<file path="src/rtl/mmu_access_unit.sv">
// Memory-access stage: runs one fetch/load/store at a time on the 64-bit bus.
// Handles alignment checks, byte-lane steering, load sign extension and bus timeouts.
module mmu_access_unit #(
    parameter int ADDR_W         = 36,
    parameter int TIMEOUT_CYCLES = 255
) (
    input  logic              clock,
    input  logic              reset,
    input  logic              clock_enable,
    input  logic              req_valid,
    input  logic [1:0]        req_op,
    input  logic [1:0]        req_size,
    input  logic              req_signed,
    input  logic [ADDR_W-1:0] req_addr,
    input  logic [63:0]       req_wdata,
    output logic              mmu_ready,
    output logic [63:0]       mmu_result_data,
    output logic [15:0]       mmu_result_code,
    output logic              bus_req,
    output logic              bus_we,
    output logic [ADDR_W-1:0] bus_addr,
    output logic [63:0]       bus_wdata,
    output logic [7:0]        bus_wstrb,
    input  logic              bus_ack,
    input  logic              bus_err,
    input  logic [63:0]       bus_rdata
);

    typedef enum logic [1:0] {
        ST_IDLE  = 2'd0,
        ST_BUS   = 2'd1,
        ST_FAULT = 2'd2
    } state_t;

    localparam logic [1:0] OP_FETCH = 2'b00;
    localparam logic [1:0] OP_STORE = 2'b10;

    localparam logic [1:0] SZ_BYTE = 2'b00;
    localparam logic [1:0] SZ_HALF = 2'b01;
    localparam logic [1:0] SZ_WORD = 2'b10;

    localparam logic [7:0] TIMEOUT_LAST = 8'(TIMEOUT_CYCLES - 1);

    state_t            r_state;
    state_t            w_state_next;
    logic [1:0]        r_op;
    logic [1:0]        r_size;
    logic              r_signed;
    logic [2:0]        r_lane;
    logic [7:0]        r_count;
    logic [7:0]        w_count_next;
    logic [63:0]       r_result_data;
    logic [63:0]       w_result_data_next;
    logic [15:0]       r_result_code;
    logic [15:0]       w_result_code_next;
    logic              r_bus_req;
    logic              r_bus_we;
    logic [ADDR_W-1:0] r_bus_addr;
    logic [63:0]       r_bus_wdata;
    logic [7:0]        r_bus_wstrb;

    logic              w_accept;
    logic              w_misaligned;
    logic              w_complete;
    logic [1:0]        w_eff_size;
    logic [2:0]        w_lane;
    logic [7:0]        w_size_mask;
    logic [63:0]       w_rshift;
    logic [63:0]       w_load_data;

    function automatic logic [3:0] cause_of(input logic [1:0] op, input logic access_fault);
        case (op)
            OP_FETCH: cause_of = {3'b000, access_fault};
            OP_STORE: cause_of = {3'b011, access_fault};
            default:  cause_of = {3'b010, access_fault};
        endcase
    endfunction

    // NOTE: every signal driven here gets a default before the case, so no latch can be inferred.
    always_comb begin
        w_lane       = req_addr[2:0];
        w_eff_size   = (req_op == OP_FETCH) ? SZ_WORD : req_size;
        w_misaligned = 1'b0;
        w_size_mask  = 8'h01;
        case (w_eff_size)
            SZ_BYTE: begin
                w_misaligned = 1'b0;
                w_size_mask  = 8'h01;
            end
            SZ_HALF: begin
                w_misaligned = w_lane[0];
                w_size_mask  = 8'h03;
            end
            SZ_WORD: begin
                w_misaligned = |w_lane[1:0];
                w_size_mask  = 8'h0F;
            end
            default: begin
                w_misaligned = |w_lane;
                w_size_mask  = 8'hFF;
            end
        endcase
        w_accept = clock_enable && req_valid && (r_state == ST_IDLE);
    end

    // Read data is shifted down so the addressed byte sits in lane 0, then truncated and extended.
    always_comb begin
        w_rshift = bus_rdata >> {r_lane, 3'b000};
        case (r_size)
            SZ_BYTE: w_load_data = {{56{r_signed & w_rshift[7]}},  w_rshift[7:0]};
            SZ_HALF: w_load_data = {{48{r_signed & w_rshift[15]}}, w_rshift[15:0]};
            SZ_WORD: w_load_data = {{32{r_signed & w_rshift[31]}}, w_rshift[31:0]};
            default: w_load_data = w_rshift;
        endcase
    end

    always_comb begin
        w_state_next       = r_state;
        w_complete         = 1'b0;
        w_count_next       = r_count;
        w_result_data_next = r_result_data;
        w_result_code_next = r_result_code;
        case (r_state)
            ST_IDLE: begin
                if (req_valid) begin
                    w_state_next = w_misaligned ? ST_FAULT : ST_BUS;
                end
            end
            ST_BUS: begin
                w_count_next = r_count + 8'd1;
                if (bus_err) begin
                    w_complete         = 1'b1;
                    w_result_data_next = 64'h0;
                    w_result_code_next = {12'h800, cause_of(r_op, 1'b1)};
                end else if (bus_ack) begin
                    w_complete         = 1'b1;
                    w_result_code_next = 16'h0000;
                    if (r_op == OP_FETCH) begin
                        w_result_data_next = {w_rshift[31:0], 32'h0};
                    end else if (r_op == OP_STORE) begin
                        w_result_data_next = 64'h0;
                    end else begin
                        w_result_data_next = w_load_data;
                    end
                end else if (r_count == TIMEOUT_LAST) begin
                    w_complete         = 1'b1;
                    w_result_data_next = 64'h0;
                    w_result_code_next = {12'h800, cause_of(r_op, 1'b1)};
                end
                if (w_complete) begin
                    w_state_next = ST_IDLE;
                    w_count_next = 8'd0;
                end
            end
            ST_FAULT: begin
                w_complete         = 1'b1;
                w_state_next       = ST_IDLE;
                w_result_data_next = 64'h0;
                w_result_code_next = {12'h800, cause_of(r_op, 1'b0)};
            end
            default: begin
                w_state_next = ST_IDLE;
            end
        endcase
    end

    // NOTE: state is updated with non-blocking assignments so every register samples pre-edge values.
    always_ff @(posedge clock or posedge reset) begin
        if (reset) begin
            r_state <= ST_IDLE;
        end else if (clock_enable) begin
            r_state <= w_state_next;
        end
    end

    always_ff @(posedge clock or posedge reset) begin
        if (reset) begin
            r_op          <= 2'b00;
            r_size        <= 2'b00;
            r_signed      <= 1'b0;
            r_lane        <= 3'd0;
            r_count       <= 8'd0;
            r_result_data <= 64'h0;
            r_result_code <= 16'h0;
            r_bus_req     <= 1'b0;
            r_bus_we      <= 1'b0;
            r_bus_addr    <= '0;
            r_bus_wdata   <= 64'h0;
            r_bus_wstrb   <= 8'h0;
        end else if (clock_enable) begin
            r_count       <= w_count_next;
            r_result_data <= w_result_data_next;
            r_result_code <= w_result_code_next;
            if (w_accept) begin
                r_op     <= req_op;
                r_size   <= w_eff_size;
                r_signed <= req_signed;
                r_lane   <= w_lane;
            end
            // Bus fields are launched only for aligned requests and then held until the next launch.
            if (w_accept && !w_misaligned) begin
                r_bus_req  <= 1'b1;
                r_bus_we   <= (req_op == OP_STORE);
                r_bus_addr <= {req_addr[ADDR_W-1:3], 3'b000};
                if (req_op == OP_STORE) begin
                    r_bus_wdata <= req_wdata << {w_lane, 3'b000};
                    r_bus_wstrb <= w_size_mask << w_lane;
                end else begin
                    r_bus_wdata <= 64'h0;
                    r_bus_wstrb <= 8'h0;
                end
            end else if (w_complete) begin
                r_bus_req <= 1'b0;
            end
        end
    end

    assign mmu_ready       = (r_state == ST_IDLE);
    assign mmu_result_data = r_result_data;
    assign mmu_result_code = r_result_code;
    assign bus_req         = r_bus_req;
    assign bus_we          = r_bus_we;
    assign bus_addr        = r_bus_addr;
    assign bus_wdata       = r_bus_wdata;
    assign bus_wstrb       = r_bus_wstrb;

endmodule

</file>
<file path="config.mk">
export PLATFORM = sky130hd
export DESIGN_NAME = mmu_access_unit
export DESIGN_NICKNAME = d
export VERILOG_FILES = /design/src/rtl/mmu_access_unit.sv
export SDC_FILE = /design/constraint.sdc
export NUM_CORES = 1
export LEC_CHECK = 0
export BUFFER_PORTS_ARGS = -buffer_cell sky130_fd_sc_hd__buf_4
export CAP_MARGIN = 10
export CORE_MARGIN = 1.5
export CORE_UTILIZATION = 49
export CTS_BUF_LIST = sky130_fd_sc_hd__clkbuf_8
export DETAILED_ROUTE_END_ITERATION = 10
export PLACE_DENSITY = 0.78
export SLEW_MARGIN = 30
export SYNTH_ARGS = -nofsm -noshare
export SYNTH_HDL_FRONTEND = slang
export SYNTH_SLANG_ARGS = --single-unit
</file>
<file path="constraint.sdc">
create_clock -name clock -period 6.7 [get_ports clock]
set_clock_uncertainty 0.15 [all_clocks]
set_input_delay 1.005 -clock clock [delete_from_list [all_inputs] [get_ports clock]]
set_output_delay 1.005 -clock clock [all_outputs]
set_load 0.02 [all_outputs]
</file>
==> results of run 1 <==
## cells by family after synthesis
family,after synthesis,share of synthesized area
buf+inv,145,0.05604
compound gates,266,0.1664
other cells,1,0.0003175
flops,193,0.4089
simple gates,256,0.09673
mux,267,0.2648
fa+ha+maj,5,0.005297
xor+xnor,2,0.001483
## per-stage QoR
step	cell area, um^2	instances	power (uW)	setup slack (ns)	util
after CTS	14880	1759	5692	3.289	0.6321
final	14890	1759	5700	3.178	0.6323
after floorplan	11860	1149	3781	0.2895	-
after global routing	14890	1759	6035	3.047	0.6323
after detailed placement	14510	1727	4944	2.767	0.6164
after global placement	14500	1727	4881	2.846	0.6158
## area by class of cell
| cell class | count | area [um^2] |
|---|---|---|
| Inverter | 41 | 166.4 |
| Fill cell | 2050 | 8656 |
| Timing Repair Buffer | 363 | 2725 |
| Multi-Input combinational cell | 811 | 6394 |
| Clock buffer | 17 | 234.0 |
| Sequential cell | 193 | 4832 |
| Clock inverter | 15 | 136.4 |
| Tap cell | 319 | 399.1 |
## worst register-to-register path: stages, from the launching register on
cell and delay, ns:
dfrtp_2 0.37, buf_4 0.74, mux2i_1 0.29, mux4_2 0.58, mux2_2 0.32, nor4_4 0.75
a221o_2 0.24
## cell usage after synthesis, types with 7 or more instances
cell type,n,area (um^2)
clkbuf_1,40,150.1
a32oi_1,8,70.07
nor2_1,84,315.3
buf_2,34,170.2
a21o_1,17,127.6
o21ai_0,32,160.2
mux4_2,26,585.6
a22oi_1,22,165.2
buf_4,16,120.1
mux2_2,103,1160
o221a_2,8,90.09
a221o_2,8,90.09
o2111ai_1,8,70.07
o221ai_1,8,70.07
inv_1,39,146.4
buf_1,12,45.04
a211o_1,27,236.5
a21oi_1,40,200.2
nand2b_1,8,50.05
o31ai_1,7,52.55
a2bb2oi_1,7,61.31
a22o_1,8,70.07
o2bb2ai_1,8,70.07
a211oi_1,17,127.6
nand3_1,14,70.07
nand2_1,100,375.4
nor2b_1,32,200.2
o22ai_1,18,112.6
dfrtp_1,193,4830
mux2i_1,138,1381
## power by group through the flow
stage               logic (uW)  clock network, uW  registers (uW)
global placement          3020                  0            1860
CTS                       3070                762            1860
finish                    3090                751            1860
detailed placement        3070                  0            1870
floorplan                 1500                  0            2280
global route              3320                809            1910
## final timing paths
check,endpoint,slack [ns],cells after the start
hold reg to reg,mmu_result_code[1]$_DFFE_PP0P_,0.34,2
setup / recovery,bus_addr[29]$_DFFE_PP0P_,3.18,7
setup reg to reg,mmu_result_data[19]$_DFFE_PP0P_,3.21,6
min in group asynchronous,mmu_result_data[50]$_DFFE_PP0P_,0.43,2
max in group asynchronous,r_count[5]$_DFFE_PP0P_,4.63,3
hold / removal,mmu_result_code[1]$_DFFE_PP0P_,0.34,2
## metal layers
metal	vias to the layer above	part of all wire	GRT usage
met1	5114	0.41	0.4029
met4	0	0.046	0.1509
met2	535	0.46	0.4537
met3	97	0.084	0.07104
li1	4738	-	-
met5	-	0	0
## registers in the layout, indices dropped and copies added (netlist names), 3 cells and up
signal           cells
mmu_result_data     64
bus_wstrb            8
r_lane               3
mmu_result_code      4
r_count              8
bus_wdata           64
bus_addr            33
==> metrics.md, run 1 <==
| Metric | Value |
|---|---|
| Outcome | completed |
| Average wire length per cell after detail routing | approximately 21 um |
| Pwr/cell area | between 300 and 400 mW/mm^2 |
| Setup repair after global routing missed its margin | no |
| Class of the tightest hold or removal check | register to register |
| Switching power of the nets | around 2500 uW |
| Placeable Area | ~0.024 mm^2 |
| Flip-flop cell with the highest count after synthesis | dfrtp_1 |
| Reg2Reg Launch Point | r_lane[1]$_DFFE_PP0P_ |
| Maximum number of pins on one net before global-route repair | around 130 |
| Slowest cell delay on critical path | 0.76 ns |
| Share of power burned in registers | 0.326 |
| DRT Pass-1 Iters | 6 |
| Total clock buffers created by CTS | 17 |
| Mean area per synthesized cell | 10.41 um^2 |
| Most common cell after layout, fill and taps aside | buf_4 |
| Gate Count Post-Synth | about 1.1k |
| Global-route total usage across every layer | 0.2999 |
| Number of H-tree levels | 4 |
| Critical path fanouts, max | 69 |
| Area growth from synthesis to layout | 26.05% |
| Worst Path Required | 6.91 ns |
| Switching portion of total power | 0.4399 |
| Number of endpoints failing setup at the final stage | 0 |
| Most frequent CP cell | buf_4 |
| Routed wire length | around 37000 um |
| CP arrival | approximately 3.7 ns |
| CP startpoint kind | primary input |
| Cts repair resizes | 0 |
| Final critical-path share of the clock period | 0.5256 |
| Register area share after synthesis | 0.4089 |
| Count of pins over their slew limit | 0 |
| Int Pwr | 3193 uW |
| Yosys warning total | 0 |
| Commonest cells after routing, fill and taps aside | 363 x buf_4, 191 x dfrtp_1, 138 x mux2i_1, 103 x mux2_2, 100 x nand2_1 |
| VDD IR-drop max | 223.7 uV |
| Final worst path period need | ~3.5 ns |
| Half-perimeter wire length after detailed placement | roughly 27000 um |
| Vias in the first global route | between 10k and 15k |
| Via count | 10.48k |
| Count of flip-flops with a built-in enable after synthesis | 0 |
| Clock Tree Buf Depth | 2 |
| Horizontal die dimension | between 150 and 200 um |
| Kind of cell with the highest combined delay on the critical path | buffers and inverters |
| Clk pwr share | 0.132 |
| Avg Vias per Cell | 5.960 |
| Post-layout nets | 1607 |
| Final hold slack | between 0.3 and 0.4 ns |
| Static power due to leakage | approximately 0.0073 uW |
| Crit end category | register |
| Die area | ~0.025 mm^2 |
| Startpoint of the lowest-slack hold path | mmu_result_code[1]$_DFFE_PP0P_ |
| Launch point of the worst path | req_addr[1] |
| Final count of hold timing violations | 0 |
| Fraction of synthesis flops using an asynchronous set or reset pin | 1.000 |
| Remaining antenna violation count after routing | 0 |
| Setup tns final | 0 ns |
| Layout cell share with drive strength beyond 1 | 0.3861 |
| IO Count | between 300 and 400 |
| Achievable clock frequency | around 0.28 GHz |
| Antenna violations before repair | 0 |
| CTS hold repair buffers | 0 |
| Slew margin rel. | 0.3366 |
| Post-CTS repair timing setup buffer count | 0 |
| Number of port buffers | 350 |
| # rows | 56 |
| Global-route wire length before repair | roughly 57000 um |
| Combinational cell fraction of total power | 0.542 |
| Tightest Pin Transition | roughly 1 ns |
| Synthesized area | around 0.012 mm^2 |
| Number of register bits inferred by synthesis | slightly below 200 |
| Initial cell density of the core | 0.5016 |
| Synth cell types | 53 |
| Type of the worst setup path | primary input to register |
| DRC violation total after the first TritonRoute iteration | approximately 930 |
| Clock insertion delay at the later pin of the skew report | 0.47 ns |
| Bufs and invs on worst path | 3 |
| # diodes | 0 |
| Cell-by-cell listing of the critical path | buf_4, inv_1, a21oi_1, o22ai_1, nor2b_4, buf_4, mux2_2 |
| Total congestion overflow | 0 |
| Routability Congestion | between 0.9 and 1 |
| Number of violations of the max-capacitance limit | 0 |
| Drc violations | 0 |
| Clock-pin slew on the worst setup and hold paths | roughly 0.09 ns |
| Clk root buf | clkbuf_8 |
| Clock tree from TritonCTS | built |
| Vert. Die Dim | 158.3 um |
| Clk sinks | roughly 190 |
| Worst-path cell with the longest stage delay | buf_4 |
Power figures use the tool's default switching activity.
==> run 2, diff against run 1 <==
Settings changed: ABC_AREA set to 1, CORE_UTILIZATION 49 to 48, PLACE_DENSITY 0.78 to 0.77.
Clock period 6.7 ns to 3.2 ns, I/O delays scaled along.
==> metrics.md, run 2 <==
| Metric | Value |
|---|---|
| Cell with the most instances after synthesis | nand2_1 |
| Type of the worst setup path | register to register |
| Clock-pin slew on the worst setup and hold paths | 0.13 ns (+0.04 ns) |
| Number of register bits inferred by synthesis | 193 (unchanged) |
| Tightest Pin Transition | 0.7696 ns (-0.2181 ns) |
| IO Count | 366 (unchanged) |
| Vias in the first global route | 11.68k (+14%) |
| Layout cell share with drive strength beyond 1 | 0.2345 (-0.1516) |
| Pwr/cell area | 801.2 mW/mm^2 (+110%) |
| Worst Path Required | 3.47 ns (-3.44 ns) |
| Fill cells | 2214 (+8.0%) |
| Least setup slack across all paths after layout | 0.7637 ns (-2.415 ns) |
| Final critical-path share of the clock period | 0.7613 |
| Number of endpoints failing setup at the final stage | 0 (unchanged) |
| Number of cells on the worst reg-to-reg path | 13 (+7) |
| Clock tree from TritonCTS | built |
| Routed wire length | 42300 um (+13%) |
| Routability Congestion | 0.9583 (+4.5%) |
| Fraction of synthesis flops using an asynchronous set or reset pin | 1.000 (unchanged) |
| DRT Pass-1 Iters | 7 (+1) |
| Antenna violations before repair | 0 (unchanged) |
| Maximum number of pins on one net before global-route repair | 74 (-42%) |
| Initial cell density of the core | 0.4911 (-0.01055) |
| Remaining antenna violation count after routing | 0 (unchanged) |
| Clk sinks | 193 (unchanged) |
| Via count | 12.43k (+19%) |
| Drc violations | 0 (unchanged) |
| Slew margin rel. | 0.4869 (+0.1504) |
| Global-route total usage across every layer | 0.3339 (+0.03397) |
| Area growth from synthesis to layout | 27.40% |
| Post-synth top area cell | dfrtp_1 |
| Vert. Die Dim | 158.4 um (+0.11%) |
| Synth cell types | 43 (-19%) |
| Post-layout nets | 2090 (+30%) |
| Number of violations of the max-capacitance limit | 0 (unchanged) |
| VDD IR-drop max | 398.8 uV (+78%) |
| Top cells by area in the synthesized netlist | dfrtp_1 42%, nand2_1 21%, o21ai_0 7.0% |
| Static power due to leakage | 0.007962 uW (+9.3%) |
| Clk root buf | clkbuf_8 |
| Synthesized area | 0.01160 mm^2 (-1.8%) |
| Die area | 0.02510 mm^2 (+0.23%) |
| Register area share after synthesis | 0.4165 (+0.007545) |
| Class of the tightest hold or removal check | primary input to register |
| CP arrival | 2.71 ns (-1.02 ns) |
| Half-perimeter wire length after detailed placement | 32050 um (+17%) |
| Setup repair after global routing missed its margin | no |
| Mean area per synthesized cell | 7.140 um^2 (-31%) |
| Commonest cells after routing, fill and taps aside | 659 x nand2_1, 371 x buf_4, 192 x dfrtp_1, 163 x o21ai_0, 110 x nand3_1 |
| Critical path fanouts, max | 32 (-54%) |
| Number of port buffers | 350 (unchanged) |
| Pre-CTS setup slack | 0.5438 ns (-2.223 ns) |
| Gate Count Post-Synth | 1624 (+43%) |
| Horizontal die dimension | 158.4 um (+0.11%) |
| Total clock buffers created by CTS | 17 (unchanged) |
| CP startpoint kind | register |
| Global-route wire length before repair | 63800 um (+11%) |
| Placeable Area | 0.02361 mm^2 (+0.30%) |
| Most common cell after layout, fill and taps aside | nand2_1 |
| Cells on Worst Hold Path | 3 (+1) |
| Number of H-tree levels | 4 (unchanged) |
| Count of flip-flops with a built-in enable after synthesis | 0 (unchanged) |
| Count of pins over their slew limit | 0 (unchanged) |
| Clock Tree Buf Depth | 2 (unchanged) |
| Outcome | completed |
| Final worst path period need | roughly 2.4 ns |
| Average wire length per cell after detail routing | 18.87 um (-12%) |
| Achievable clock frequency | a little over 0.4 GHz |
| Final count of hold timing violations | 0 (unchanged) |
| Clock insertion delay at the later pin of the skew report | 0.48 ns (about the same) |
| Crit end category | register |
| Total congestion overflow | 0 (unchanged) |
| Top post-synthesis cells by count | 660 x nand2_1, 193 x dfrtp_1, 163 x o21ai_0 |
| Post-Route Utilization | 0.6256 (-0.006698) |
| Share of the synthesized area in the top cell type | 0.4165 (+0.007545) |
| DRC violation total after the first TritonRoute iteration | 1406 (+52%) |
| # rows | 56 (unchanged) |
| Avg Vias per Cell | 5.546 (-7.0%) |
| Yosys warning total | 0 (unchanged) |
| Setup tns final | 0 ns (unchanged) |
| Flip-flop cell with the highest count after synthesis | dfrtp_1 |
| Sequential cell area in the final layout | 0.004831 mm^2 (about the same) |
| # diodes | 0 (unchanged) |
| Multi-input combinational cell area | 0.005846 mm^2 (-8.6%) |
-- run 2: cell count changes after synthesis, sizes merged, moves of 30 or more --
cell | before | now
inv | 41 | 85
mux2 | 103 | 1
mux2i | 138 | 30
nand2 | 100 | 666
nand3 | 14 | 112
nor2 | 84 | 54
nor2b | 32 | 0
o21ai | 34 | 197
-- run 2: area by class of cell --
cell class              count  share of cell area
flip-flops and latches    193              0.3270
well taps                 319             0.02702
clock inverters            15             0.01253
inverters                  87             0.02253
clock buffers              17             0.01584
multi-input cells        1231              0.3957
repair buffers            380              0.1994
-- run 2: kinds of logic after synthesis --
group                    Yosys count  synth area share
other                              1         0.0003234
XOR/XNOR                           1         0.0007554
AO/OA/AOI/OAI                    337            0.1726
AND/OR/NAND/NOR                  842            0.2929
adder cells (fa/ha/maj)            5          0.005395
multiplexers                      31           0.02687
flip-flops                       193            0.4165
buffers and inverters            214           0.08459
-- run 2: power breakdown --
group          switching [uW]  internal [uW]
clock                    1070            607
sequential                580           3150
combinational            4180           2250
-- run 2: what timing repair did --
item,CTS,global route
endpoints found under the hold margin,25,0
resized for setup,0,0
hold buffers,2,0
setup buffers,0,0
setup endpoints to repair,0,0
-- run 2: per-stage QoR --
step	hold slack, ns	area, um^2	std cells	total power (uW)
after floorplan	0.3282	11650	1638	7765
after global placement	0.3147	14330	2208	10020
after detailed placement	0.3171	14330	2208	10100
after CTS	0.0009662	14770	2242	11780
after global routing	0.01656	14770	2242	12610
final	0.01968	14770	2242	11840
-- run 2: per-layer routing --
metal,track usage,part of all wire,up-vias
met5,0,0,-
met4,0.1629,0.043,0
met3,0.05171,0.082,103
met1,0.4336,0.40,5808
li1,-,-,5873
met2,0.5438,0.48,650
-- run 2: final timing paths --
path | start | to | slack [ns]
worst max-delay path | r_lane[0]$_DFFE_PP0P_ | mmu_result_data[39]$_DFFE_PP0P_ | 0.76
max in group asynchronous | reset | bus_wdata[8]$_DFFE_PP0P_ | 1.61
worst min register to register | bus_addr[21]$_DFFE_PP0P_ | bus_addr[21]$_DFFE_PP0P_ | 0.34
worst max register to register | r_lane[0]$_DFFE_PP0P_ | mmu_result_data[39]$_DFFE_PP0P_ | 0.76
worst min-delay path | req_addr[30] | bus_addr[30]$_DFFE_PP0P_ | 0.02
min in group asynchronous | reset | bus_wdata[27]$_DFFE_PP0P_ | 0.52
-- run 2: worst max-delay path, stage by stage, from the launching register on --
cell and delay [ns]:
dfrtp_2 0.49, inv_4 0.19, nand2_1 0.10, nand3_1 0.10
nand3_1 0.08, nand2_1 0.13, nand3_1 0.09, nand2_2 0.25
inv_2 0.09, nand2_4 0.31, nand2_1 0.09, o21ai_1 0.16
nand2_1 0.08, nand2_1 0.07
